`config.mk`:
```
export PLATFORM = sky130hd
export DESIGN_NAME = mcb_write_gen
export DESIGN_NICKNAME = d
export VERILOG_FILES = /design/src/rtl/mcb_write_gen.sv
export SDC_FILE = /design/constraint.sdc
export NUM_CORES = 1
export LEC_CHECK = 0
export ABC_CLOCK_PERIOD_IN_PS = 4050
export CAP_MARGIN = 20
export CORE_ASPECT_RATIO = 1.2
export CORE_MARGIN = 2
export CORE_UTILIZATION = 56
export DETAILED_ROUTE_END_ITERATION = 10
export PLACE_DENSITY = 0.95
export SLEW_MARGIN = 30
export SYNTH_ARGS = -nofsm -noshare
export SYNTH_HDL_FRONTEND = slang
export SYNTH_SLANG_ARGS = --single-unit
```
`constraint.sdc`:
```
create_clock -name clk -period 4.05 [get_ports clk]
set_input_delay 0.405 -clock clk [delete_from_list [all_inputs] [get_ports clk]]
set_output_delay 0.405 -clock clk [all_outputs]
set_load 0.1 [all_outputs]
```
`src/rtl/mcb_write_gen.sv`:
```
// MCB user-port write traffic generator: fills one burst of pattern data,
// issues the write command, and walks the burst address across a window.
// Ports: clk, rst (sync, active-high); start/stop/continuous/mode control;
//   cmd_full/wr_full back-pressure; cmd_* command port; wr_* data port;
//   busy, pass_done (pulse with last command of a pass), pass_cnt.
module mcb_write_gen #(
  parameter int              DATA_W     = 32,
  parameter int              BURST_LEN  = 64,
  parameter int              ADDR_W     = 30,
  parameter logic [ADDR_W-1:0] START_ADDR = '0,
  parameter logic [ADDR_W-1:0] END_ADDR   = 30'h0FFFFFFF,
  parameter logic [31:0]     SEED       = 32'hACE1_0001
) (
  input  logic                clk,
  input  logic                rst,
  input  logic                start,
  input  logic                stop,
  input  logic                continuous,
  input  logic [1:0]          mode,
  input  logic                cmd_full,
  input  logic                wr_full,
  output logic                cmd_en,
  output logic [2:0]          cmd_instr,
  output logic [5:0]          cmd_bl,
  output logic [ADDR_W-1:0]   cmd_byte_addr,
  output logic                wr_en,
  output logic [DATA_W-1:0]   wr_data,
  output logic [DATA_W/8-1:0] wr_mask,
  output logic                busy,
  output logic                pass_done,
  output logic [15:0]         pass_cnt
);

  localparam int     BPW   = DATA_W / 8;
  localparam int     LANES = DATA_W / 32;
  localparam longint BPB   = longint'(BURST_LEN) * BPW;
  localparam longint LAST_L =
    ((longint'(END_ADDR) + 1) / BPB - 1) * BPB;
  localparam logic [ADDR_W-1:0] LAST_ADDR = ADDR_W'(LAST_L);
  localparam logic [ADDR_W-1:0] BPB_A     = ADDR_W'(BPB);
  localparam logic [31:0] START_WORD =
    32'(longint'(START_ADDR) / BPW);
  localparam int CW = $clog2(BURST_LEN + 1);
  localparam logic [CW-1:0] LAST_WORD = CW'(BURST_LEN - 1);

  typedef enum logic [1:0] {
    S_IDLE,
    S_FILL,
    S_CMD,
    S_NEXT
  } state_t;

  state_t        state;
  logic [1:0]    mode_q;
  logic          cont_q;
  logic [CW-1:0] wcnt;
  logic          at_last;

  function automatic logic [DATA_W-1:0] init_pat(
    input logic [1:0] m
  );
    logic [DATA_W-1:0] p;
    unique case (m)
      2'd0:    p = {BPW{8'hAA}};
      2'd1:    p = {LANES{START_WORD}};
      2'd2:    p = {LANES{SEED}};
      default: p = DATA_W'(1);
    endcase
    return p;
  endfunction

  function automatic logic [DATA_W-1:0] next_pat(
    input logic [1:0]        m,
    input logic [DATA_W-1:0] cur
  );
    logic [31:0]       lane;
    logic [DATA_W-1:0] p;
    lane = cur[31:0];
    unique case (m)
      2'd0: p = ~cur;
      2'd1: p = {LANES{lane + 32'd1}};
      2'd2: p = {LANES{lane[30:0],
                  lane[31] ^ lane[21] ^ lane[1] ^ lane[0]}};
      default: p = {cur[DATA_W-2:0], cur[DATA_W-1]};
    endcase
    return p;
  endfunction

  assign cmd_instr = 3'b000;
  assign cmd_bl    = 6'(BURST_LEN - 1);
  assign wr_mask   = '0;
  assign at_last   = (cmd_byte_addr == LAST_ADDR);

  // Gated by wr_full in the same cycle so no word is pushed into a full FIFO.
  assign wr_en = (state == S_FILL) & ~wr_full;

  always_ff @(posedge clk) begin
    if (rst) begin
      state         <= S_IDLE;
      mode_q        <= 2'd0;
      cont_q        <= 1'b0;
      wcnt          <= '0;
      cmd_en        <= 1'b0;
      cmd_byte_addr <= START_ADDR;
      wr_data       <= '0;
      busy          <= 1'b0;
      pass_done     <= 1'b0;
      pass_cnt      <= 16'd0;
    end else begin
      cmd_en    <= 1'b0;
      pass_done <= 1'b0;
      unique case (state)
        S_IDLE: begin
          if (start && !stop) begin
            mode_q        <= mode;
            cont_q        <= continuous;
            cmd_byte_addr <= START_ADDR;
            wr_data       <= init_pat(mode);
            wcnt          <= '0;
            busy          <= 1'b1;
            state         <= S_FILL;
          end
        end
        S_FILL: begin
          if (!wr_full) begin
            wr_data <= next_pat(mode_q, wr_data);
            if (wcnt == LAST_WORD) begin
              wcnt  <= '0;
              state <= S_CMD;
            end else begin
              wcnt <= wcnt + 1'b1;
            end
          end
        end
        S_CMD: begin
          if (!cmd_full) begin
            cmd_en <= 1'b1;
            // pass_done lines up with the command of the last burst
            if (at_last) begin
              pass_done <= 1'b1;
              if (pass_cnt != 16'hFFFF)
                pass_cnt <= pass_cnt + 16'd1;
            end
            state <= S_NEXT;
          end
        end
        S_NEXT: begin
          if (at_last) begin
            cmd_byte_addr <= START_ADDR;
            wr_data       <= init_pat(mode_q);
          end else begin
            cmd_byte_addr <= cmd_byte_addr + BPB_A;
          end
          if (stop || (at_last && !cont_q)) begin
            busy  <= 1'b0;
            state <= S_IDLE;
          end else begin
            state <= S_FILL;
          end
        end
        default: state <= S_IDLE;
      endcase
    end
  end

endmodule

```
==> impl_metrics.env, run 1 <==
export IMPL_avgSynthCellArea_sq_um=7.52
export IMPL_hold_path_class="flip-flop to flip-flop"
export IMPL_cts_resized=0
export IMPL_postSynth_asyncResetShare_pct=0
export IMPL_peakVddDrop_v=0.000247
export IMPL_synthMuxAreaShare_pct=1.22
export IMPL_grt_max_degree=41
export IMPL_hold_viol=0
export IMPL_synth_fa_ha_area_share_pct=1.96
export IMPL_wire_per_inst_microns=17.2
export IMPL_synthTopCellsByArea="dfxtp_1 (33%), nor2_1 (6.2%), o21ai_0 (6.1%)"
export IMPL_clock_power_share_pct=17.0
export IMPL_synth_area_sq_um=5120
export IMPL_worst_pin_slew_ns=1.01
export IMPL_coreArea_sq_um=8990
export IMPL_gp_congestion=0.942
export IMPL_tns_ns=0
export IMPL_skew_ns=0.0146
export IMPL_area_delta_synth_final_pct=19.4
export IMPL_ioPinCount=104
export IMPL_nFillCells=706
export IMPL_synthCells=681
export IMPL_setup_viol=0
export IMPL_synth_edf_count=0
export IMPL_synth_most_common_cell="dfxtp_1"
export IMPL_tritoncts="done"
export IMPL_synth_commonest_cells="dfxtp_1 (85), nor2_1 (84), nand2_1 (72)"
export IMPL_h_tree_depth=3
export IMPL_drive_gt1_share_pct=5.11
export IMPL_grt_usage_pct=29.6
export IMPL_ant_nets=0
export IMPL_hpwlAfterDp_microns=10000
export IMPL_m1WireLength_microns=5460
export IMPL_start_util_pct=57.0
export IMPL_ys_types=67
export IMPL_crit_chain="ha_1, nand4bb_1, or4_4, o21a_4, or3_4, a311oi_2, a31oi_1"
export IMPL_numPortBuffers=82
export IMPL_p_per_area_nw_per_um2=634
export IMPL_diodes=0
export IMPL_ys_flop_type="dfxtp_1"
export IMPL_p_total_mw=3.87
export IMPL_synthSimpleGateAreaFrac_pct=27.7
export IMPL_internal_power_mw=1.82
export IMPL_worstSetupPathType="flip-flop to flip-flop"
export IMPL_rrSetupSlack_ns=1.24
export IMPL_synth_xor_area_share_pct=7.87
export IMPL_drt_pass1_iter_count=7
export IMPL_dr_total_vias=5410
export IMPL_drt_initial_drc_count=685
export IMPL_clk_insertion_delay_late_ns=0.37
export IMPL_slew_limit_headroom_pct=32.1
export IMPL_multi_input_area_sq_um=3110
export IMPL_grt_pass1_wl_microns=24000
export IMPL_switching_share_pct=53.0
export IMPL_synth_top_area_share_pct=33.2
export IMPL_cts_hold_buf=0
export IMPL_ys_seq_area_share_pct=33.2
export IMPL_setup_worst_path_end="wr_data[26]"
export IMPL_critPathLaunch="cmd_byte_addr[8]"
export IMPL_crit_required_ns=4.28
export IMPL_combPwrFrac_pct=52.4
export IMPL_maxCapViolCount=0
export IMPL_numCtsBuffers=9
export IMPL_dieArea_sq_um=9930
export IMPL_crit_fanout=11
export IMPL_num_nets_final=756
export IMPL_ff2ff_path_depth=7
export IMPL_clock_fmax_mhz=356
export IMPL_synth_top_family_by_area="simple AND/OR/NAND/NOR gates"
export IMPL_yosys_warnings=0
export IMPL_rsz0062_at_grt="no"
export IMPL_post_route_period_util_pct=69.3
export IMPL_clkTransAtPathRegs_ns=0.09
export IMPL_cts_setup_buffers=0
export IMPL_synth_seq_cells=85
export IMPL_remaining_drc_errors=0
export IMPL_grt_overflow_total=0
export IMPL_antenna_found_initial=0
export IMPL_routed_wl_microns=14900
export IMPL_whs_ns=0.479
export IMPL_seq_power_share_pct=30.6
export IMPL_grt_pass1_vias=5281
export IMPL_avgViaCountPerCell=6.26
export IMPL_final_max_slew_violation_count=0
export IMPL_worstSetupStartpointType="flip-flop"
export IMPL_timing_rr_end="wr_data[26]"
export IMPL_p_sw_mw=2.05
export IMPL_highest_layer="met4"
export IMPL_cp_end_kind="flip-flop"
export IMPL_r2r_start="cmd_byte_addr[8]"
export IMPL_fin_crit_ns=2.81
export IMPL_status="complete, no violations"
export IMPL_met2_wirelength_microns=7370
export IMPL_p_leak_nw=2.07
export IMPL_cts_sinks=85
export IMPL_clockBufferDepth=2
export IMPL_synth_compound_area_share_pct=20.3
export IMPL_regArea_sq_um=1700
export IMPL_die_w_microns=91.3
export IMPL_slowest_stage="or4_4"
export IMPL_cts_root_buf="clkbuf_8"
export IMPL_die_y_microns=109
export IMPL_routed_wl_met3_microns=1550
export IMPL_cp_arrival_ns=3.04
export IMPL_yosysTopAreaCell="dfxtp_1"
export IMPL_rows=38
export IMPL_critPathMaxStageDelay_ns=0.61
-- power groups by stage --
stage,Sequential (mW),Combinational (mW),Clock (mW)
detailed placement,1.19,2.00,0
floorplan,1.89,0.868,0
CTS,1.17,2.01,0.663
finish,1.18,2.03,0.659
global route,1.21,2.13,0.704
global placement,1.18,1.95,0
-- cell usage in the layout (no fill, tap or decap), types with 3 or more instances in the layout --
cell	Yosys	layout
nand4_1	17	17
or4_1	3	3
nor3_1	18	18
and3_1	12	12
a31oi_1	12	12
o31ai_1	8	8
nor4_1	5	5
or3_1	6	6
xnor2_1	15	15
and2_1	5	5
a32o_1	3	3
a22oi_1	7	7
clkbuf_1	26	3
xor2_1	31	31
and4_1	3	3
ha_1	8	7
o21ai_0	62	61
nor2b_1	3	3
dfxtp_1	85	85
a21oi_1	37	37
mux2i_1	4	4
nor3b_1	5	5
o211ai_1	6	6
nand2b_1	5	5
inv_1	16	16
buf_4	21	9
nand2_1	72	72
or2_2	4	4
o221ai_1	5	5
nand3_1	34	34
clkdlybuf4s50_1	0	81
nor2_1	84	84
conb_1	2	21
clkbuf_8	0	9
-- critical path: cells and delay by family (launching register included) --
kind,cells,cell delay [ns]
AOI/OAI and AO/OA,3,0.82
adders and majority gates,1,0.20
DFF,1,0.40
and+or+nand+nor,3,1.26
-- through the flow --
stage	utilization (%)	cells	worst slack (ns)	cell area, sq um
final	68.0	864	1.24	6110
after global routing	68.0	864	1.11	6110
after CTS	67.9	864	1.30	6100
after detailed placement	65.6	848	1.32	5900
after global placement	65.6	848	1.41	5890
after floorplan	-	700	0.906	5190
-- flip-flops by register name, summed over array words and instances (netlist names) --
register       cells
busy               1
wcnt               7
cmd_byte_addr     22
pass_done          1
state              2
cont_q             1
wr_data           32
pass_cnt          16
cmd_en             1
mode_q             2
-- per-layer routing --
metal | vias up | track usage (%)
met5 | - | 0
met4 | 0 | 14.3
met3 | 54 | 6.63
met2 | 370 | 52.8
met1 | 2489 | 33.5
li1 | 2497 | -
-- worst min-delay path by stage --
stage	startpoint	endpoint	cells after the start
final	wcnt[6]	wcnt[6]	1
after global routing	wcnt[6]	wcnt[6]	1
after CTS	wcnt[6]	wcnt[6]	1
after detailed placement	busy	busy	2
after global placement	wcnt[6]	wcnt[6]	1
after floorplan	wcnt[6]	wcnt[6]	1
-- logic make-up after synthesis --
kind of cell / count (synthesis)
simple gates: 290
compound gates: 165
flops: 85
buf+inv: 79
xor+xnor: 46
fa+ha+maj: 8
mux: 6
other cells: 2
-- layout make-up --
cell class                      instances  area share (%)
Clock buffer                           12            2.21
Clock inverter                          4            1.19
Inverter                               17            1.04
Multi-Input combinational cell        536            50.9
Sequential cell                        85            27.8
Tap cell                              120            2.46
Timing Repair Buffer                   90            14.4
Note: power is estimated with default switching activity, not from simulation.
==> run 2: changes to the inputs <==
--- a/config.mk
+++ b/config.mk
@@ -5,13 +5,13 @@
 export SDC_FILE = /design/constraint.sdc
 export NUM_CORES = 1
 export LEC_CHECK = 0
-export ABC_CLOCK_PERIOD_IN_PS = 4050
+export ABC_CLOCK_PERIOD_IN_PS = 2400
 export CAP_MARGIN = 20
 export CORE_ASPECT_RATIO = 1.2
 export CORE_MARGIN = 2
-export CORE_UTILIZATION = 56
+export CORE_UTILIZATION = 47
 export DETAILED_ROUTE_END_ITERATION = 10
-export PLACE_DENSITY = 0.95
+export PLACE_DENSITY = 0.88
 export SLEW_MARGIN = 30
 export SYNTH_ARGS = -nofsm -noshare
 export SYNTH_HDL_FRONTEND = slang
==> constraint.sdc (replaced) <==
create_clock -name clk -period 2.4 [get_ports clk]
set_input_delay 0.24 -clock clk [delete_from_list [all_inputs] [get_ports clk]]
set_output_delay 0.24 -clock clk [all_outputs]
set_load 0.1 [all_outputs]
==> impl_metrics.env, run 2 (synthesis results as in run 1) <==
export IMPL_clk_insertion_delay_late_ns=0.35
export IMPL_internal_power_mw=3.39
export IMPL_clock_power_share_pct=20.0
export IMPL_p_sw_mw=3.59
export IMPL_routed_wl_microns=14900
export IMPL_switching_share_pct=51.4
export IMPL_hold_path_class="flip-flop to flip-flop"
export IMPL_drt_initial_drc_count=319
export IMPL_cts_root_buf="clkbuf_16"
export IMPL_grt_pass1_wl_microns=24100
export IMPL_dr_total_vias=5421
export IMPL_cp_end_kind="flip-flop"
export IMPL_largestRegisters="wr_data (32), cmd_byte_addr (22), pass_cnt (16)"
export IMPL_dpl_cell_area_sq_um=6080
export IMPL_mostFrequentLayoutCells="buf_4 (110), nor2_1 (84), nand2_1 (72), o21ai_0 (59)"
export IMPL_ioPinCount=104
export IMPL_remaining_drc_errors=0
export IMPL_cp_arrival_ns=2.55
export IMPL_layout_cells_most_common="buf_4"
export IMPL_grtUsageMet2_pct=41.9
export IMPL_p_per_area_nw_per_um2=1090
export IMPL_num_nets_final=786
export IMPL_hpwlAfterDp_microns=10500
export IMPL_dieArea_sq_um=11700
export IMPL_hold_viol=0
export IMPL_gp_congestion=0.904
export IMPL_largest_register_ffs=32
export IMPL_grt_overflow_total=0
export IMPL_layout_setup_ws_ns=0.0688
export IMPL_final_max_slew_violation_count=0
export IMPL_slew_limit_headroom_pct=55.5
export IMPL_grt_usage_pct=24.8
export IMPL_coreArea_sq_um=10600
export IMPL_maxCapViolCount=0
export IMPL_fin_crit_ns=2.33
export IMPL_ant_nets=0
export IMPL_largest_register="wr_data"
export IMPL_status="complete, no violations"
export IMPL_h_tree_depth=3
export IMPL_use_met3_pct=4.79
export IMPL_die_w_microns=99.3
export IMPL_drt_pass1_iter_count=5
export IMPL_cts_sinks=85
export IMPL_busiest_layer="met2"
export IMPL_drive_gt1_share_pct=24.9
export IMPL_post_route_period_util_pct=97.1
export IMPL_p_leak_nw=2.42
export IMPL_nFillCells=898
export IMPL_crit_required_ns=2.62
export IMPL_rows=41
export IMPL_die_y_microns=118
export IMPL_antenna_found_initial=0
export IMPL_worstSetupPathType="flip-flop to flip-flop"
export IMPL_cts_hold_buf=0
export IMPL_final_area_sq_um=6410
export IMPL_pre_cts_slack_ns=0.0602
export IMPL_skew_ns=0.00636
export IMPL_grt_max_degree=33
export IMPL_setup_viol=0
export IMPL_clock_fmax_mhz=429
export IMPL_combPwrFrac_pct=50.8
export IMPL_wire_per_inst_microns=16.5
export IMPL_avgViaCountPerCell=6.00
export IMPL_worst_pin_slew_ns=0.659
export IMPL_grt_pass1_vias=5045
export IMPL_start_util_pct=48.4
export IMPL_tritoncts="done"
export IMPL_worstSetupStartpointType="flip-flop"
export IMPL_seq_power_share_pct=29.2
export IMPL_area_delta_synth_final_pct=25.1
export IMPL_diodes=0
export IMPL_clkTransAtPathRegs_ns=0.07
export IMPL_met1_usage_pct=30.1
export IMPL_crit_fanout=9
export IMPL_numPortBuffers=82
export IMPL_peakVddDrop_v=0.000628
export IMPL_numCtsBuffers=9
export IMPL_clockBufferDepth=2
run 2: layout make-up:
| class | instances | area (sq um) | area share [%] |
|---|---|---|---|
| clock buffer | 11 | 264 | 4.12 |
| timing repair buffer | 120 | 937 | 14.6 |
| multi-input combinational | 536 | 3130 | 48.8 |
| clock inverter | 5 | 28.8 | 0.449 |
| tap | 129 | 161 | 2.52 |
| sequential | 85 | 1820 | 28.5 |
| inverter | 17 | 63.8 | 0.996 |
run 2: power by group through the flow:
stage | sequential (mW) | clock [mW] | combinational, mW
after floorplan | 3.22 | 0 | 1.46
after global placement | 2.04 | 0 | 3.36
after detailed placement | 2.06 | 0 | 3.44
after CTS | 2.03 | 1.41 | 3.45
after global routing | 2.08 | 1.47 | 3.72
final | 2.04 | 1.40 | 3.54
run 2: metrics by stage:
step | TNS, ns | util (%) | power (mW) | cells | hold WS (ns)
after floorplan | -0.0110 | - | 4.68 | 700 | 0.379
after CTS | 0 | 60.3 | 6.89 | 900 | 0.478
after detailed placement | 0 | 57.5 | 5.50 | 884 | 0.469
final | 0 | 60.6 | 6.98 | 903 | 0.484
after global placement | 0 | 57.5 | 5.40 | 884 | 0.457
after global routing | -0.0256 | 60.6 | 7.26 | 903 | 0.502
run 2: final timing paths:
kind	from	end	slack, ns	depth (start not counted)
worst max register to register	cmd_byte_addr[9]	wr_data[16]	0.07	7
worst min-delay path	wcnt[6]	wcnt[6]	0.48	1
worst max-delay path	cmd_byte_addr[9]	wr_data[16]	0.07	7
worst min register to register	wcnt[6]	wcnt[6]	0.48	1
run 2: critical path, cell delays in order (launching register included):
cell and delay, ns:
dfxtp_4 0.37, ha_4 0.14, nand4bb_1 0.13, or4_4 0.45, o21a_4 0.25, or3_4 0.47
a311oi_4 0.27, a31oi_1 0.12
run 2: timing repair:
item	in CTS	in global routing
buffers inserted	0	3
setup endpoints to repair	0	4
resized for setup	0	2
run 2: metal layers:
layer / vias to the layer above / share of wire, %
met2: 290 / 50
li1: 2552 / -
met1: 2533 / 38
met3: 46 / 8.8
met5: - / 0
met4: 0 / 3.1
==> run 3: changes to the inputs <==
--- a/config.mk
+++ b/config.mk
@@ -5,13 +5,13 @@
 export SDC_FILE = /design/constraint.sdc
 export NUM_CORES = 1
 export LEC_CHECK = 0
-export ABC_CLOCK_PERIOD_IN_PS = 2400
+export ABC_CLOCK_PERIOD_IN_PS = 2700
 export CAP_MARGIN = 20
 export CORE_ASPECT_RATIO = 1.2
 export CORE_MARGIN = 2
-export CORE_UTILIZATION = 47
+export CORE_UTILIZATION = 56
 export DETAILED_ROUTE_END_ITERATION = 10
-export PLACE_DENSITY = 0.88
+export PLACE_DENSITY = 0.95
 export SLEW_MARGIN = 30
 export SYNTH_ARGS = -nofsm -noshare
 export SYNTH_HDL_FRONTEND = slang
==> constraint.sdc (replaced) <==
create_clock -name clk -period 2.7 [get_ports clk]
set_input_delay 0.27 -clock clk [delete_from_list [all_inputs] [get_ports clk]]
set_output_delay 0.27 -clock clk [all_outputs]
set_load 0.1 [all_outputs]
==> impl_metrics.env, run 3 (synthesis results as in run 1) <==
export IMPL_status="complete, no violations"
export IMPL_grt_pass1_vias=5043
export IMPL_dieArea_sq_um=9930
export IMPL_tritoncts="done"
export IMPL_crit_required_ns=2.94
export IMPL_hold_path_class="flip-flop to flip-flop"
export IMPL_dpl_cell_area_sq_um=5890
export IMPL_cp_arrival_ns=2.83
export IMPL_pre_cts_slack_ns=0.146
export IMPL_worstSetupPathType="flip-flop to flip-flop"
export IMPL_ioPinCount=104
export IMPL_avgViaCountPerCell=6.25
export IMPL_start_util_pct=57.0
export IMPL_mostFrequentLayoutCells="buf_4 (97), nor2_1 (84), nand2_1 (72), o21ai_0 (61), dfxtp_1 (53)"
export IMPL_worst_pin_slew_ns=0.642
export IMPL_p_leak_nw=2.29
export IMPL_ant_nets=0
export IMPL_rrSetupSlack_ns=0.12
export IMPL_numPortBuffers=82
export IMPL_dr_total_vias=5497
export IMPL_crit_fanout=11
export IMPL_whs_ns=0.478
export IMPL_timing_rr_end="wr_data[16]"
export IMPL_final_max_slew_violation_count=0
export IMPL_p_per_area_nw_per_um2=949
export IMPL_clock_fmax_mhz=387
export IMPL_rows=38
export IMPL_ff2ff_path_depth=7
export IMPL_clk_insertion_delay_late_ns=0.37
export IMPL_final_area_sq_um=6090
export IMPL_coreArea_sq_um=8990
export IMPL_min_path_cells=1
export IMPL_fin_util_pct=67.8
export IMPL_largest_register_ffs=32
export IMPL_largestRegisters="wr_data (32), cmd_byte_addr (22), pass_cnt (16)"
export IMPL_r2r_start="cmd_byte_addr[8]"
export IMPL_grt_overflow_total=0
export IMPL_drt_pass1_iter_count=6
export IMPL_area_delta_synth_final_pct=18.9
export IMPL_cts_setup_buffers=0
export IMPL_grt_max_degree=33
export IMPL_multi_input_area_sq_um=3100
export IMPL_cts_sinks=85
export IMPL_routed_wl_microns=14800
export IMPL_wire_per_inst_microns=16.8
export IMPL_skew_ns=0.0198
export IMPL_worstSetupStartpointType="flip-flop"
export IMPL_fin_cells=880
export IMPL_antenna_found_initial=0
export IMPL_fin_crit_ns=2.58
export IMPL_num_nets_final=772
export IMPL_layout_cells_most_common="buf_4"
export IMPL_rsz0062_at_grt="no"
export IMPL_cts_resized=0
export IMPL_die_y_microns=109
export IMPL_hpwlAfterDp_microns=10300
export IMPL_numCtsBuffers=9
export IMPL_regArea_sq_um=1750
export IMPL_layout_setup_ws_ns=0.115
export IMPL_hold_start="wcnt[6]"
export IMPL_largest_register="wr_data"
export IMPL_clockBufferDepth=2
export IMPL_grt_pass1_wl_microns=23600
export IMPL_holdPathEnd="wcnt[6]"
export IMPL_die_w_microns=91.3
export IMPL_clkTransAtPathRegs_ns=0.09
export IMPL_drive_gt1_share_pct=21.3
export IMPL_tns_ns=0
export IMPL_slew_limit_headroom_pct=56.8
export IMPL_post_route_period_util_pct=95.7
export IMPL_setup_viol=0
export IMPL_grt_usage_pct=29.1
export IMPL_p_total_mw=5.77
export IMPL_drt_initial_drc_count=465
export IMPL_cp_end_kind="flip-flop"
export IMPL_nFillCells=700
export IMPL_peakVddDrop_v=0.000424
export IMPL_hold_viol=0
export IMPL_dp_cells=864
export IMPL_gp_congestion=0.950
export IMPL_cts_root_buf="clkbuf_8"
export IMPL_cts_hold_buf=0
export IMPL_h_tree_depth=3
export IMPL_maxCapViolCount=0
export IMPL_remaining_drc_errors=0
export IMPL_diodes=0
## run 3: worst max-delay path by stage
| stage | from | depth (start not counted) | to | slack (ns) |
|---|---|---|---|---|
| 6_report | cmd_byte_addr[8] | 7 | wr_data[16] | 0.12 |
| 5_1_grt | cmd_byte_addr[8] | 7 | wr_data[16] | 0.05 |
| 4_1_cts | cmd_byte_addr[8] | 7 | wr_data[16] | 0.11 |
| 3_5_place_dp | cmd_byte_addr[8] | 7 | wr_data[16] | 0.15 |
| 3_3_place_gp | cmd_byte_addr[8] | 7 | wr_data[26] | 0.23 |
| 2_1_floorplan | cmd_byte_addr[28] | 6 | wr_data[16] | 0.0003 |
## run 3: where the power goes
| group | switching (mW) | internal [mW] |
|---|---|---|
| registers | 0.332 | 1.45 |
| clock network | 0.481 | 0.413 |
| logic | 2.31 | 0.785 |
## run 3: final cells by class
cell class,count,area share [%]
flip-flops and latches,85,28.7
multi-input cells,536,51.0
well taps,120,2.47
repair buffers,106,13.6
inverters,17,1.05
clock inverters,4,0.514
clock buffers,12,2.71
## run 3: layer usage
layer / routed length [microns] / GRT usage [%] / vias to the layer above
met5: 0 / 0 / -
met4: 455 / 14.1 / 0
met3: 1340 / 5.39 / 52
met2: 7400 / 52.3 / 331
met1: 5620 / 33.4 / 2600
li1: - / - / 2514
## run 3: worst max-delay path: stages (launching register included)
cell and delay, ns:
dfxtp_4 0.37, ha_1 0.19, nand4bb_1 0.15, or4_4 0.58, o21a_4 0.25, or3_4 0.47
a311oi_2 0.34, a31oi_1 0.12
